$ cat src/rtl/core_sequencer.sv
// Multi-cycle control FSM: FETCH/DECODE/EXEC/MEM/WRITE with handshake sequencing,
// single-cycle write-enable pulses, a retired-instruction counter and a sticky timeout FAULT.
module core_sequencer #(
    parameter int unsigned CNT_W    = 32,
    parameter int unsigned WAIT_MAX = 64
) (
    input  logic             clk,
    input  logic             rst,
    input  logic             imem_ack,
    input  logic             dmem_ack,
    input  logic             fpu_done,
    input  logic             rx_valid,
    input  logic             tx_ready,
    input  logic             mem_read,
    input  logic             mem_write,
    input  logic             use_fpu,
    input  logic             data_in,
    input  logic             data_out,
    input  logic             reg_write,
    input  logic             writef,
    output logic [2:0]       state,
    output logic             imem_req,
    output logic             ir_we,
    output logic             dmem_req,
    output logic             dmem_we,
    output logic             fpu_start,
    output logic             rx_ready,
    output logic             tx_valid,
    output logic             pc_we,
    output logic             rf_we,
    output logic             fpr_we,
    output logic [CNT_W-1:0] retired,
    output logic             fault
);

    localparam int unsigned WAIT_W = (WAIT_MAX > 2) ? $clog2(WAIT_MAX) : 1;

    typedef enum logic [2:0] {
        S_FETCH  = 3'd0,
        S_DECODE = 3'd1,
        S_EXEC   = 3'd2,
        S_MEM    = 3'd3,
        S_WRITE  = 3'd4,
        S_FAULT  = 3'd5
    } state_e;

    state_e             state_q;
    logic               imem_req_q, ir_we_q, dmem_req_q, dmem_we_q;
    logic               pc_we_q, rf_we_q, fpr_we_q, fault_q, first_q;
    logic [CNT_W-1:0]   retired_q;
    logic [WAIT_W-1:0]  wait_q, wait_d;
    logic               l_mr_q, l_mw_q, l_fpu_q, l_din_q, l_dout_q, l_rw_q, l_wf_q;

    logic sel_mr, sel_mw, sel_fpu, sel_din, sel_dout, sel_rw, sel_wf;
    logic rx_mode, tx_mode, exec_done, pending, timeout, in_exec;

    // Decoder controls are only valid in the first EXEC cycle; afterwards the latched copies rule.
    always_comb begin
        sel_mr   = first_q ? mem_read  : l_mr_q;
        sel_mw   = first_q ? mem_write : l_mw_q;
        sel_fpu  = first_q ? use_fpu   : l_fpu_q;
        sel_din  = first_q ? data_in   : l_din_q;
        sel_dout = first_q ? data_out  : l_dout_q;
        sel_rw   = first_q ? reg_write : l_rw_q;
        sel_wf   = first_q ? writef    : l_wf_q;
        rx_mode  = ~sel_fpu & sel_din;
        tx_mode  = ~sel_fpu & ~sel_din & sel_dout;
        in_exec  = (state_q == S_EXEC);

        exec_done = 1'b1;
        if (sel_fpu)      exec_done = fpu_done & ~first_q;
        else if (rx_mode) exec_done = rx_valid;
        else if (tx_mode) exec_done = tx_ready;

        pending = 1'b0;
        case (state_q)
            S_FETCH: pending = imem_req_q & ~imem_ack;
            S_EXEC:  pending = ~exec_done;
            S_MEM:   pending = ~dmem_ack;
            default: pending = 1'b0;
        endcase

        timeout = pending & (wait_q == WAIT_W'(WAIT_MAX - 1));
        wait_d  = (pending & ~timeout) ? wait_q + WAIT_W'(1) : '0;
    end

    always_ff @(posedge clk or posedge rst) begin
        if (rst) begin
            state_q    <= S_FETCH;
            imem_req_q <= 1'b0;
            ir_we_q    <= 1'b0;
            dmem_req_q <= 1'b0;
            dmem_we_q  <= 1'b0;
            pc_we_q    <= 1'b0;
            rf_we_q    <= 1'b0;
            fpr_we_q   <= 1'b0;
            fault_q    <= 1'b0;
            first_q    <= 1'b0;
            retired_q  <= '0;
            wait_q     <= '0;
            {l_mr_q, l_mw_q, l_fpu_q, l_din_q, l_dout_q, l_rw_q, l_wf_q} <= '0;
        end else begin
            ir_we_q  <= 1'b0;
            pc_we_q  <= 1'b0;
            rf_we_q  <= 1'b0;
            fpr_we_q <= 1'b0;
            first_q  <= 1'b0;
            wait_q   <= wait_d;
            if (timeout) begin
                state_q    <= S_FAULT;
                fault_q    <= 1'b1;
                imem_req_q <= 1'b0;
                dmem_req_q <= 1'b0;
                dmem_we_q  <= 1'b0;
            end else begin
                case (state_q)
                    S_FETCH: begin
                        if (!imem_req_q) begin
                            imem_req_q <= 1'b1;
                        end else if (imem_ack) begin
                            imem_req_q <= 1'b0;
                            ir_we_q    <= 1'b1;
                            state_q    <= S_DECODE;
                        end
                    end
                    S_DECODE: begin
                        state_q <= S_EXEC;
                        first_q <= 1'b1;
                    end
                    S_EXEC: begin
                        if (first_q) begin
                            {l_mr_q, l_mw_q, l_fpu_q, l_din_q, l_dout_q, l_rw_q, l_wf_q} <=
                                {mem_read, mem_write, use_fpu, data_in, data_out, reg_write, writef};
                        end
                        if (exec_done) begin
                            if (sel_mr | sel_mw) begin
                                state_q    <= S_MEM;
                                dmem_req_q <= 1'b1;
                                dmem_we_q  <= sel_mw;
                            end else begin
                                state_q  <= S_WRITE;
                                pc_we_q  <= 1'b1;
                                rf_we_q  <= sel_rw & ~sel_wf;
                                fpr_we_q <= sel_wf;
                            end
                        end
                    end
                    S_MEM: begin
                        if (dmem_ack) begin
                            dmem_req_q <= 1'b0;
                            dmem_we_q  <= 1'b0;
                            state_q    <= S_WRITE;
                            pc_we_q    <= 1'b1;
                            rf_we_q    <= l_rw_q & ~l_wf_q;
                            fpr_we_q   <= l_wf_q;
                        end
                    end
                    S_WRITE: begin
                        retired_q  <= retired_q + CNT_W'(1);
                        state_q    <= S_FETCH;
                        imem_req_q <= 1'b1;
                    end
                    default: ;
                endcase
            end
        end
    end

    // EXEC-phase handshake strobes are decoded from state and the selected flags, so
    // fpu_start/rx_ready/tx_valid line up with the cycle the decoder controls are valid.
    assign fpu_start = in_exec & first_q & sel_fpu;
    assign rx_ready  = in_exec & rx_mode & rx_valid;
    assign tx_valid  = in_exec & tx_mode;

    assign state    = state_q;
    assign imem_req = imem_req_q;
    assign ir_we    = ir_we_q;
    assign dmem_req = dmem_req_q;
    assign dmem_we  = dmem_we_q;
    assign pc_we    = pc_we_q;
    assign rf_we    = rf_we_q;
    assign fpr_we   = fpr_we_q;
    assign retired  = retired_q;
    assign fault    = fault_q;

endmodule

$ cat config.mk
export PLATFORM = sky130hd
export DESIGN_NAME = core_sequencer
export DESIGN_NICKNAME = d
export VERILOG_FILES = /design/src/rtl/core_sequencer.sv
export SDC_FILE = /design/constraint.sdc
export NUM_CORES = 1
export LEC_CHECK = 0
export CORE_ASPECT_RATIO = 2
export CORE_MARGIN = 5
export CORE_UTILIZATION = 35
export DETAILED_ROUTE_END_ITERATION = 16
export GPL_TIMING_DRIVEN = 0
export SYNTH_ARGS = -nofsm -noshare
export SYNTH_HDL_FRONTEND = slang
export SYNTH_SLANG_ARGS = --single-unit
$ cat constraint.sdc
create_clock -name clk -period 2.6 [get_ports clk]
set_clock_uncertainty 0.1 [all_clocks]
set_input_delay 0.52 -clock clk [delete_from_list [all_inputs] [get_ports clk]]
set_output_delay 0.52 -clock clk [all_outputs]
set_load 0.1 [all_outputs]
==> run metrics, run 1 <==
run status finished, final reports clean; CP peak stage delay 1.18 ns; GP Congestion 0.762; Max FO, Critical Path 4; Placed Instances 406; GRT Util Overall 0.146; Fin. Hold Viols 0; drt first-iter violations 96; Warnings, synthesis 0; setup TNS 0 ns; Max Cap Viol 0; worst vdd ir 0.000824 V; Post-synth EDFFs 0; post-synth cell types 60; most frequent cells in the layout dfrtp_1 (56), clkdlybuf4s50_1 (47), xnor2_1 (25); TritonRoute pass-1 iters 4; CP delay by family, top buffers and inverters; post-synthesis sequential area ratio 0.504; clk_lat worst skew around 0.33 ns; CP required 1.98 ns; Tmin final 2.57 ns; Site Rows between 40 and 50; Syn-to-layout area delta 37.6%; RSZ-0062 raised after global routing no; Power Density 1020 mW/mm2; Sw Share 0.421; Startpoint Class flip-flop; Reg power frac 0.300; full die area 0.0101 mm2; core area about 0.0079 mm2; fmax 0.390 GHz; clock share of power 0.282; Setup Viol. Count Final 0; Synth Area per Inst 11.3 um2; initial core utilization 0.356; Final #Nets around 340; CTS tree built; internal power 2.31 mW; CTS Buf Count 9; commonest non-fill, non-tap cell in the layout dfrtp_1; # DRC 0; Diodes inserted 0; top_reg_cell synth dfrtp_1; max reg flops 32; Post-Syn Nets 266; total grt overflow 0; vias 2,129; global-route wire length before repair 11,100 um; vias in the first global route 2,275; actual slew at the worst max-slew pin 0.997 ns; clk root buf clkbuf_16; post-DR vias/cell between 5 and 6; Netlist Area Pre-Place between 0.002 and 0.003 mm2; Psw 1.68 mW; maximum number of pins on one net before global-route repair 42; number of cells on the critical path 1; clk sink count 57; Slew Limit Fails 0; I/O pin count 60; CP Class flip-flop to output port; routed wire length per instance 15.4 um; FF-to-FF path depth 6; Final Non-Filler Cells roughly 420; max_slew headroom 0.334; CP bufs+invs 1; antenna viol nets, final 0; CP max stage cell clkdlybuf4s50_1; largest buffer count on any clock path 2; Tcrit/Tclk final 0.987; die height 137 um; layout cells sized above 1 0.153; Synth async-reset ratio 1.00; initial antenna violation count 0; final wirelength 6480 um; die boundary width 73.6 um; crit end category output port; combinational share of power 0.419; final HPWL from detailed placement 4960 um; Hold Crit Class flip-flop to flip-flop; Mapped Cells 250; H-tree levels 3; Port Buf Inserts 59; Worst Hold Depth 1; register bit total from synthesis 57; static leakage 1.77 nW; WP data arrival 1.95 ns; cell chain of the critical path clkdlybuf4s50_1; Setup Fix Bufs, Post-CTS 0; clock transition at the registers of the reported paths around 0.050 ns
==> power by group through the flow <==
stage               Combinational (mW)  Clock [mW]  Sequential [mW]
floorplan                        0.731           0             1.76
global placement                  1.66           0             1.20
detailed placement                1.68           0             1.21
CTS                               1.68        1.15             1.19
global route                      1.78        1.21             1.22
finish                            1.67        1.12             1.19
==> routing by layer <==
metal	track usage	up-vias	routed length (um)
li1	-	1034	-
met1	0.154	1039	2450
met2	0.254	46	3570
met3	0.0409	10	308
met4	0.0796	0	149
met5	0	-	0
==> cell type report <==
type                            instances  area, um2
Inverter                                6       22.5
Timing Repair Buffer                   60        616
Clock buffer                           14        284
Clock inverter                          2       10.0
Tap cell                               96        120
Multi-Input combinational cell        182       1390
Fill cell                             758       4050
Buffer                                  5       30.0
Sequential cell                        57       1430
==> Yosys cell counts, types with 5 or more instances <==
| library cell | number | share of area |
|---|---|---|
| and2_1 | 5 | 0.011 |
| dfrtp_1 | 57 | 0.50 |
| inv_1 | 6 | 0.0080 |
| mux2_4 | 5 | 0.027 |
| nand2_1 | 20 | 0.027 |
| nand2b_1 | 5 | 0.011 |
| nand3_1 | 12 | 0.021 |
| nand4_1 | 6 | 0.013 |
| nor2_1 | 20 | 0.027 |
| nor2b_1 | 6 | 0.013 |
| xnor2_1 | 25 | 0.077 |
| xor2_1 | 10 | 0.031 |
==> worst paths after layout <==
kind                             from          end  slack, ns
max reg2reg                  state[1]  retired[31]       0.49
min reg2reg                 wait_q[0]    wait_q[0]       0.36
min in group asynchronous         rst   retired[6]       0.39
max                        retired[8]   retired[8]       0.03
max in group asynchronous         rst       l_mr_q       1.47
min                         wait_q[0]    wait_q[0]       0.36
==> logic make-up (layout without fill, tap and decap cells) <==
| group | count (synthesis) | after routing | synth area share |
|---|---|---|---|
| simple gates | 106 | 106 | 0.234 |
| flops | 57 | 57 | 0.504 |
| xor+xnor | 35 | 35 | 0.108 |
| compound gates | 31 | 31 | 0.0884 |
| buf+inv | 11 | 87 | 0.0186 |
| mux | 8 | 8 | 0.0384 |
| fa+ha+maj | 2 | 2 | 0.00884 |
==> stage by stage <==
stage | hold slack, ns | util | total power, mW | cell area (um2) | setup WS (ns)
floorplan | 0.333 | - | 2.49 | 2860 | 0.0429
global placement | 0.343 | 0.450 | 2.86 | 3570 | -0.801
detailed placement | 0.351 | 0.452 | 2.88 | 3590 | -0.825
CTS | 0.370 | 0.488 | 4.03 | 3880 | 0.000669
global route | 0.394 | 0.491 | 4.21 | 3900 | 0.00510
finish | 0.364 | 0.491 | 3.99 | 3900 | 0.0340
==> timing repair <==
| item | in CTS | in global routing |
|---|---|---|
| resized for setup | 19 | 9 |
| endpoints found under the setup margin | 6 | 8 |
| cloned | 0 | 0 |
| hold buffers | 0 | 0 |
| endpoints found under the hold margin | 0 | 0 |
Power figures use the tool's default switching activity.
==> run 2: changes to the inputs <==
--- a/config.mk
+++ b/config.mk
@@ -6,7 +6,6 @@
 export NUM_CORES = 1
 export LEC_CHECK = 0
 export CORE_ASPECT_RATIO = 2
-export CORE_MARGIN = 5
 export CORE_UTILIZATION = 35
 export DETAILED_ROUTE_END_ITERATION = 16
 export GPL_TIMING_DRIVEN = 0
==> run 2 against run 1 <==
  * Setup slack improved by 0.018 ns
  * Non-clock buffer count is the same
  * Hold slack improved by 0.0022 ns
  * Global-route usage increased by 2.5 points
  * Sequential power about the same
  * Register-to-register slack worse by 0.05 ns
  * First-iteration DRC count decreased by 20%
  * Critical path depth is the same
  * Via count up 1.4%
  * Die area is 16% lower
  * Sequential cell count stayed put
  * Total power down 3.1%
  * Critical path type unchanged
  * Critical endpoint is now retired[18]
  * Largest power group unchanged
==> run metrics, run 2 (same netlist as run 1, synthesis figures left out) <==
Port Buf Inserts 59 (unchanged); run status finished, final reports clean (unchanged); die boundary width 65.6 um (was 73.6 um); actual slew at the worst max-slew pin 0.977 ns (was 0.997 ns); clock transition at the registers of the reported paths 0.05 ns (about the same); final HPWL from detailed placement 4800 um (was 4960 um); RSZ-0062 raised after global routing no (unchanged); HP Start wait_q[0] (unchanged); routed wire length per instance 15.3 um (was 15.4 um); worst vdd ir 0.000642 V (was 0.000824 V); worst reg2reg path endpoint l_wf_q (was retired[31]); flop2flop setup slack 0.44 ns (was 0.49 ns); Worst Hold Depth 1 (unchanged); max_slew headroom 0.347 (was 0.334); I/O pin count 60 (unchanged); final core occ 0.488 (was 0.491); vias in the first global route 2,239 (was 2,275); initial antenna violation count 0 (unchanged); Setup Viol. Count Final 0 (unchanged); commonest non-fill, non-tap cell in the layout dfrtp_1 (unchanged); Tmin final 2.55 ns (was 2.57 ns); CP delay by family, top buffers and inverters (unchanged); final wirelength 6420 um (was 6480 um); static leakage 1.70 nW (was 1.77 nW); largest buffer count on any clock path 2 (unchanged); Syn-to-layout area delta 35.9% (was 37.6%); Place WS -0.834 ns (was -0.825 ns); layout cells sized above 1 0.142 (was 0.153); GRT Util Overall 0.171 (was 0.146); Max Cap Viol 0 (unchanged); Site Rows 46 (unchanged); Tcrit/Tclk final 0.980 (was 0.987); clk root buf clkbuf_16 (unchanged); FILL cells 758 (unchanged); CP required 1.98 ns (about the same); die height 129 um (was 137 um); fmax 0.393 GHz (was 0.390 GHz); Startpoint Class flip-flop (unchanged); max reg flops 32 (unchanged); final worst slack 0.0525 ns (was 0.0340 ns); drt first-iter violations 77 (was 96); setup TNS 0 ns (unchanged); cell chain of the critical path clkdlybuf4s50_1 (unchanged); CTS tree built (unchanged); CP Class flip-flop to output port (unchanged); post-DR vias/cell 5.14 (was 5.05); Hold Crit Class flip-flop to flip-flop (unchanged); maximum number of pins on one net before global-route repair 32 (was 42); Final #Nets 337 (unchanged); vias 2,159 (was 2,129); # DRC 0 (unchanged); GP Congestion 0.800 (was 0.762); H-tree levels 3 (unchanged); antenna viol nets, final 0 (unchanged); reg2reg start l_din_q (was state[1]); global-route wire length before repair 10,700 um (was 11,100 um); FF-to-FF path depth 5 (was 6); CTS Buf Count 9 (unchanged); full die area 0.00848 mm2 (was 0.0101 mm2); clk_lat worst skew 0.33 ns (about the same); core area 0.00789 mm2 (was 0.00794 mm2); WP data arrival 1.93 ns (was 1.95 ns); Hold Crit Endpoint wait_q[0] (unchanged); Max FO, Critical Path 6 (was 4); CP peak stage delay 1.17 ns (was 1.18 ns); TritonRoute pass-1 iters 4 (unchanged); clk sink count 57 (unchanged); Diodes inserted 0 (unchanged); initial core utilization 0.359 (was 0.356); Power Density 1000 mW/mm2 (was 1020 mW/mm2); CP bufs+invs 1 (unchanged); crit end category output port (unchanged); Fin. Hold Viols 0 (unchanged); most frequent cells in the layout dfrtp_1 (56), clkdlybuf4s50_1 (49), xnor2_1 (25) (was dfrtp_1 (56), clkdlybuf4s50_1 (47), xnor2_1 (25)); Slew Limit Fails 0 (unchanged); total grt overflow 0 (unchanged); CP max stage cell clkdlybuf4s50_1 (unchanged)
run 2: changes by cell type in the layout (fill, tap and decap cells not counted), sizes merged:
cell	delta
clkinv	-1
clkbuf	-1
dlymetal6s2s	-2
clkdlybuf4s50	+2
run 2: power by group:
part           switching (mW)  internal (mW)  total (mW)
clock network           0.362          0.630       0.992
registers               0.143           1.05        1.19
logic                    1.16          0.514        1.68
run 2: worst max path at each step:
stage                startpoint          end  depth (start not counted)
finish              retired[18]  retired[18]                          1
global route        retired[18]  retired[18]                          1
CTS                    data_out     tx_valid                          5
detailed placement     data_out     tx_valid                          5
global placement       data_out     tx_valid                          5
floorplan              state[2]  retired[25]                          5
run 2: layout make-up:
type,count,area [um2],area share
inverter,6,22.5,0.00585
tap,96,120,0.0312
clock buffer,13,240,0.0624
clock inverter,1,5.00,0.00130
timing repair buffer,60,611,0.159
buffer,5,30.0,0.00780
sequential,57,1430,0.371
multi-input combinational,182,1390,0.362
run 2: worst register-to-register path: stages (launching register included):
cell and delay, ns:
dfrtp_1 0.41, nor3b_1 0.17, o32ai_1 0.46, o211ai_2 0.22, a21oi_4 0.35, mux2_4 0.33
run 2: timing repair:
| item | in CTS | in global routing |
|---|---|---|
| hold buffers | 0 | 0 |
| resized for setup | 19 | 8 |
| setup buffers | 0 | 0 |
| setup endpoints to repair | 6 | 6 |
run 2: layer usage:
metal | vias up | wire [um] | GRT usage
li1 | 1031 | - | -
met3 | 12 | 247 | 0.0546
met4 | 0 | 175 | 0.0921
met1 | 1060 | 2340 | 0.168
met2 | 56 | 3660 | 0.309
met5 | - | 0 | 0
run 2: metrics by stage:
step / hold WS, ns / area (um2) / std cells / power, mW
after global placement: 0.345 / 3570 / 405 / 2.86
after global routing: 0.390 / 3850 / 420 / 4.05
final: 0.367 / 3850 / 420 / 3.86
after floorplan: 0.333 / 2860 / 250 / 2.49
after detailed placement: 0.360 / 3590 / 406 / 2.88
after CTS: 0.366 / 3830 / 420 / 3.90
==> run 3: changes to the inputs <==
--- a/config.mk
+++ b/config.mk
@@ -9,6 +9,7 @@
 export CORE_UTILIZATION = 35
 export DETAILED_ROUTE_END_ITERATION = 16
 export GPL_TIMING_DRIVEN = 0
+export SLEW_MARGIN = 20
 export SYNTH_ARGS = -nofsm -noshare
 export SYNTH_HDL_FRONTEND = slang
 export SYNTH_SLANG_ARGS = --single-unit
==> run 3 against run 2 <==
  * Combinational power about the same
  * Clock-buffer cell count increased by 1
  * Total power increased by 5.3%
  * Global-route usage decreased by 0.085 points
  * Clock power increased by 22%
  * Sequential share of layout area decreased by 0.58 points
  * Highest routed layer unchanged
==> run metrics, run 3 (same netlist as run 1, synthesis figures left out) <==
CP delay by family, top buffers and inverters (unchanged); Max FO, Critical Path 6 (unchanged); Startpoint Class flip-flop (unchanged); GRT Util Overall 0.171 (about the same); full die area 0.00848 mm2 (unchanged); fmax 0.390 GHz (was 0.393 GHz); Diodes inserted 0 (unchanged); Fin. Hold Viols 0 (unchanged); worst vdd ir 0.000671 V (was 0.000642 V); clock transition at the registers of the reported paths 0.05 ns (about the same); actual slew at the worst max-slew pin 0.981 ns (was 0.977 ns); commonest non-fill, non-tap cell in the layout dfrtp_1 (unchanged); WL met2 3620 um (was 3660 um); Final #Nets 337 (unchanged); antenna viol nets, final 0 (unchanged); Max Cap Viol 0 (unchanged); Sw Share 0.415 (was 0.432); Reg power frac 0.293 (was 0.309); Power Density 1040 mW/mm2 (was 1000 mW/mm2); Site Rows 46 (unchanged); combinational share of power 0.410 (was 0.434); core area 0.00789 mm2 (unchanged); max_slew headroom 0.344 (was 0.347); CTS Buf Count 9 (unchanged); routed length on met1 2350 um (was 2340 um); maximum number of pins on one net before global-route repair 57 (was 32); I/O pin count 60 (unchanged); H-tree levels 3 (unchanged); CP max stage cell clkdlybuf4s50_1 (unchanged); global-route wire length before repair 10,600 um (was 10,700 um); hold_buf cts 0 (unchanged); DP Area 0.00360 mm2 (was 0.00359 mm2); WL met3 194 um (was 247 um); clk sink count 57 (unchanged); clk_lat worst skew 0.33 ns (about the same); RSZ-0062 raised after global routing yes (was no); drt first-iter violations 105 (was 77); internal power 2.38 mW (was 2.20 mW); initial antenna violation count 0 (unchanged); largest buffer count on any clock path 2 (unchanged); Setup Fix Bufs, Post-CTS 0 (unchanged); die boundary width 65.6 um (unchanged); vias in the first global route 2,263 (was 2,239); CP bufs+invs 1 (unchanged); initial core utilization 0.359 (unchanged); total grt overflow 0 (unchanged); clk root buf clkbuf_16 (unchanged); routed wire length per instance 15.2 um (was 15.3 um); most frequent cells in the layout dfrtp_1 (56), clkdlybuf4s50_1 (49), xnor2_1 (25) (unchanged); CTS tree built (unchanged); crit end category output port (unchanged); CP peak stage delay 1.18 ns (was 1.17 ns); CP Class flip-flop to output port (unchanged); CP required 1.98 ns (about the same); static leakage 1.74 nW (was 1.70 nW); Top Layer Used met4 (unchanged); Tmin final 2.57 ns (was 2.55 ns); die height 129 um (unchanged); vias 2,189 (was 2,159); layout cells sized above 1 0.147 (was 0.142); GP Congestion 0.800 (unchanged); Setup Viol. Count Final 0 (unchanged); Tcrit/Tclk final 0.987 (was 0.980); Hold Crit Class input port to asynchronous set/reset pin (was flip-flop to flip-flop); run status finished, final reports clean (unchanged); cell chain of the critical path clkdlybuf4s50_1 (unchanged); Design Area, Final 0.00391 mm2 (was 0.00385 mm2); clock share of power 0.297 (was 0.257); final wirelength 6400 um (was 6420 um); Total Power 4.07 mW (was 3.86 mW); final HPWL from detailed placement 4720 um (was 4800 um); Psw 1.69 mW (was 1.67 mW); TritonRoute pass-1 iters 4 (unchanged); max reg flops 32 (unchanged); Syn-to-layout area delta 38.1% (was 35.9%); post-DR vias/cell 5.19 (was 5.14); Port Buf Inserts 59 (unchanged); WP data arrival 1.95 ns (was 1.93 ns); Slew Limit Fails 0 (unchanged); # DRC 0 (unchanged)
run 3: per-stage QoR:
step | setup slack, ns | std cells | util | TNS, ns | hold slack, ns
2_1_floorplan | 0.0429 | 250 | - | 0 | 0.333
3_3_place_gp | -0.808 | 405 | 0.453 | -34.58 | 0.345
3_5_place_dp | -0.834 | 406 | 0.457 | -2.56 | 0.361
4_1_cts | 0.00120 | 422 | 0.494 | 0 | 0.298
5_1_grt | -0.00859 | 422 | 0.496 | -0.00859 | 0.320
6_report | 0.0330 | 422 | 0.496 | 0 | 0.308
run 3: cell type report:
| cell class | count | area, um2 |
|---|---|---|
| Sequential cell | 57 | 1430 |
| Clock buffer | 14 | 274 |
| Clock inverter | 2 | 35.0 |
| Fill cell | 741 | 3980 |
| Multi-Input combinational cell | 182 | 1380 |
| Buffer | 5 | 30.0 |
| Inverter | 6 | 25.0 |
| Tap cell | 96 | 120 |
| Timing Repair Buffer | 60 | 618 |
run 3: power by group through the flow:
stage | logic [mW] | clock network [mW] | registers (mW)
finish | 1.67 | 1.21 | 1.19
global route | 1.76 | 1.27 | 1.21
CTS | 1.68 | 1.24 | 1.19
detailed placement | 1.68 | 0 | 1.20
global placement | 1.66 | 0 | 1.20
floorplan | 0.731 | 0 | 1.76
run 3: routing by layer:
| metal | GRT usage | vias to the layer above |
|---|---|---|
| met3 | 0.0379 | 17 |
| met4 | 0.116 | 0 |
| met5 | 0 | - |
| met1 | 0.172 | 1076 |
| met2 | 0.303 | 56 |
| li1 | - | 1040 |
run 3: final timing paths:
kind                       startpoint          to  slack [ns]  depth (start not counted)
hold reg to reg             wait_q[0]   wait_q[0]        0.36                          1
setup reg to reg              first_q      l_rw_q        0.40                          6
min in group clk            wait_q[0]   wait_q[0]        0.36                          1
hold / removal                    rst       ir_we        0.31                          2
max in group asynchronous         rst      fpr_we        1.65                          3
setup / recovery           retired[9]  retired[9]        0.03                          1
run 3: repair_timing:
item                                    CTS  global route
endpoints found under the setup margin    6             5
pin swaps                                 0             0
resized for setup                        20             5
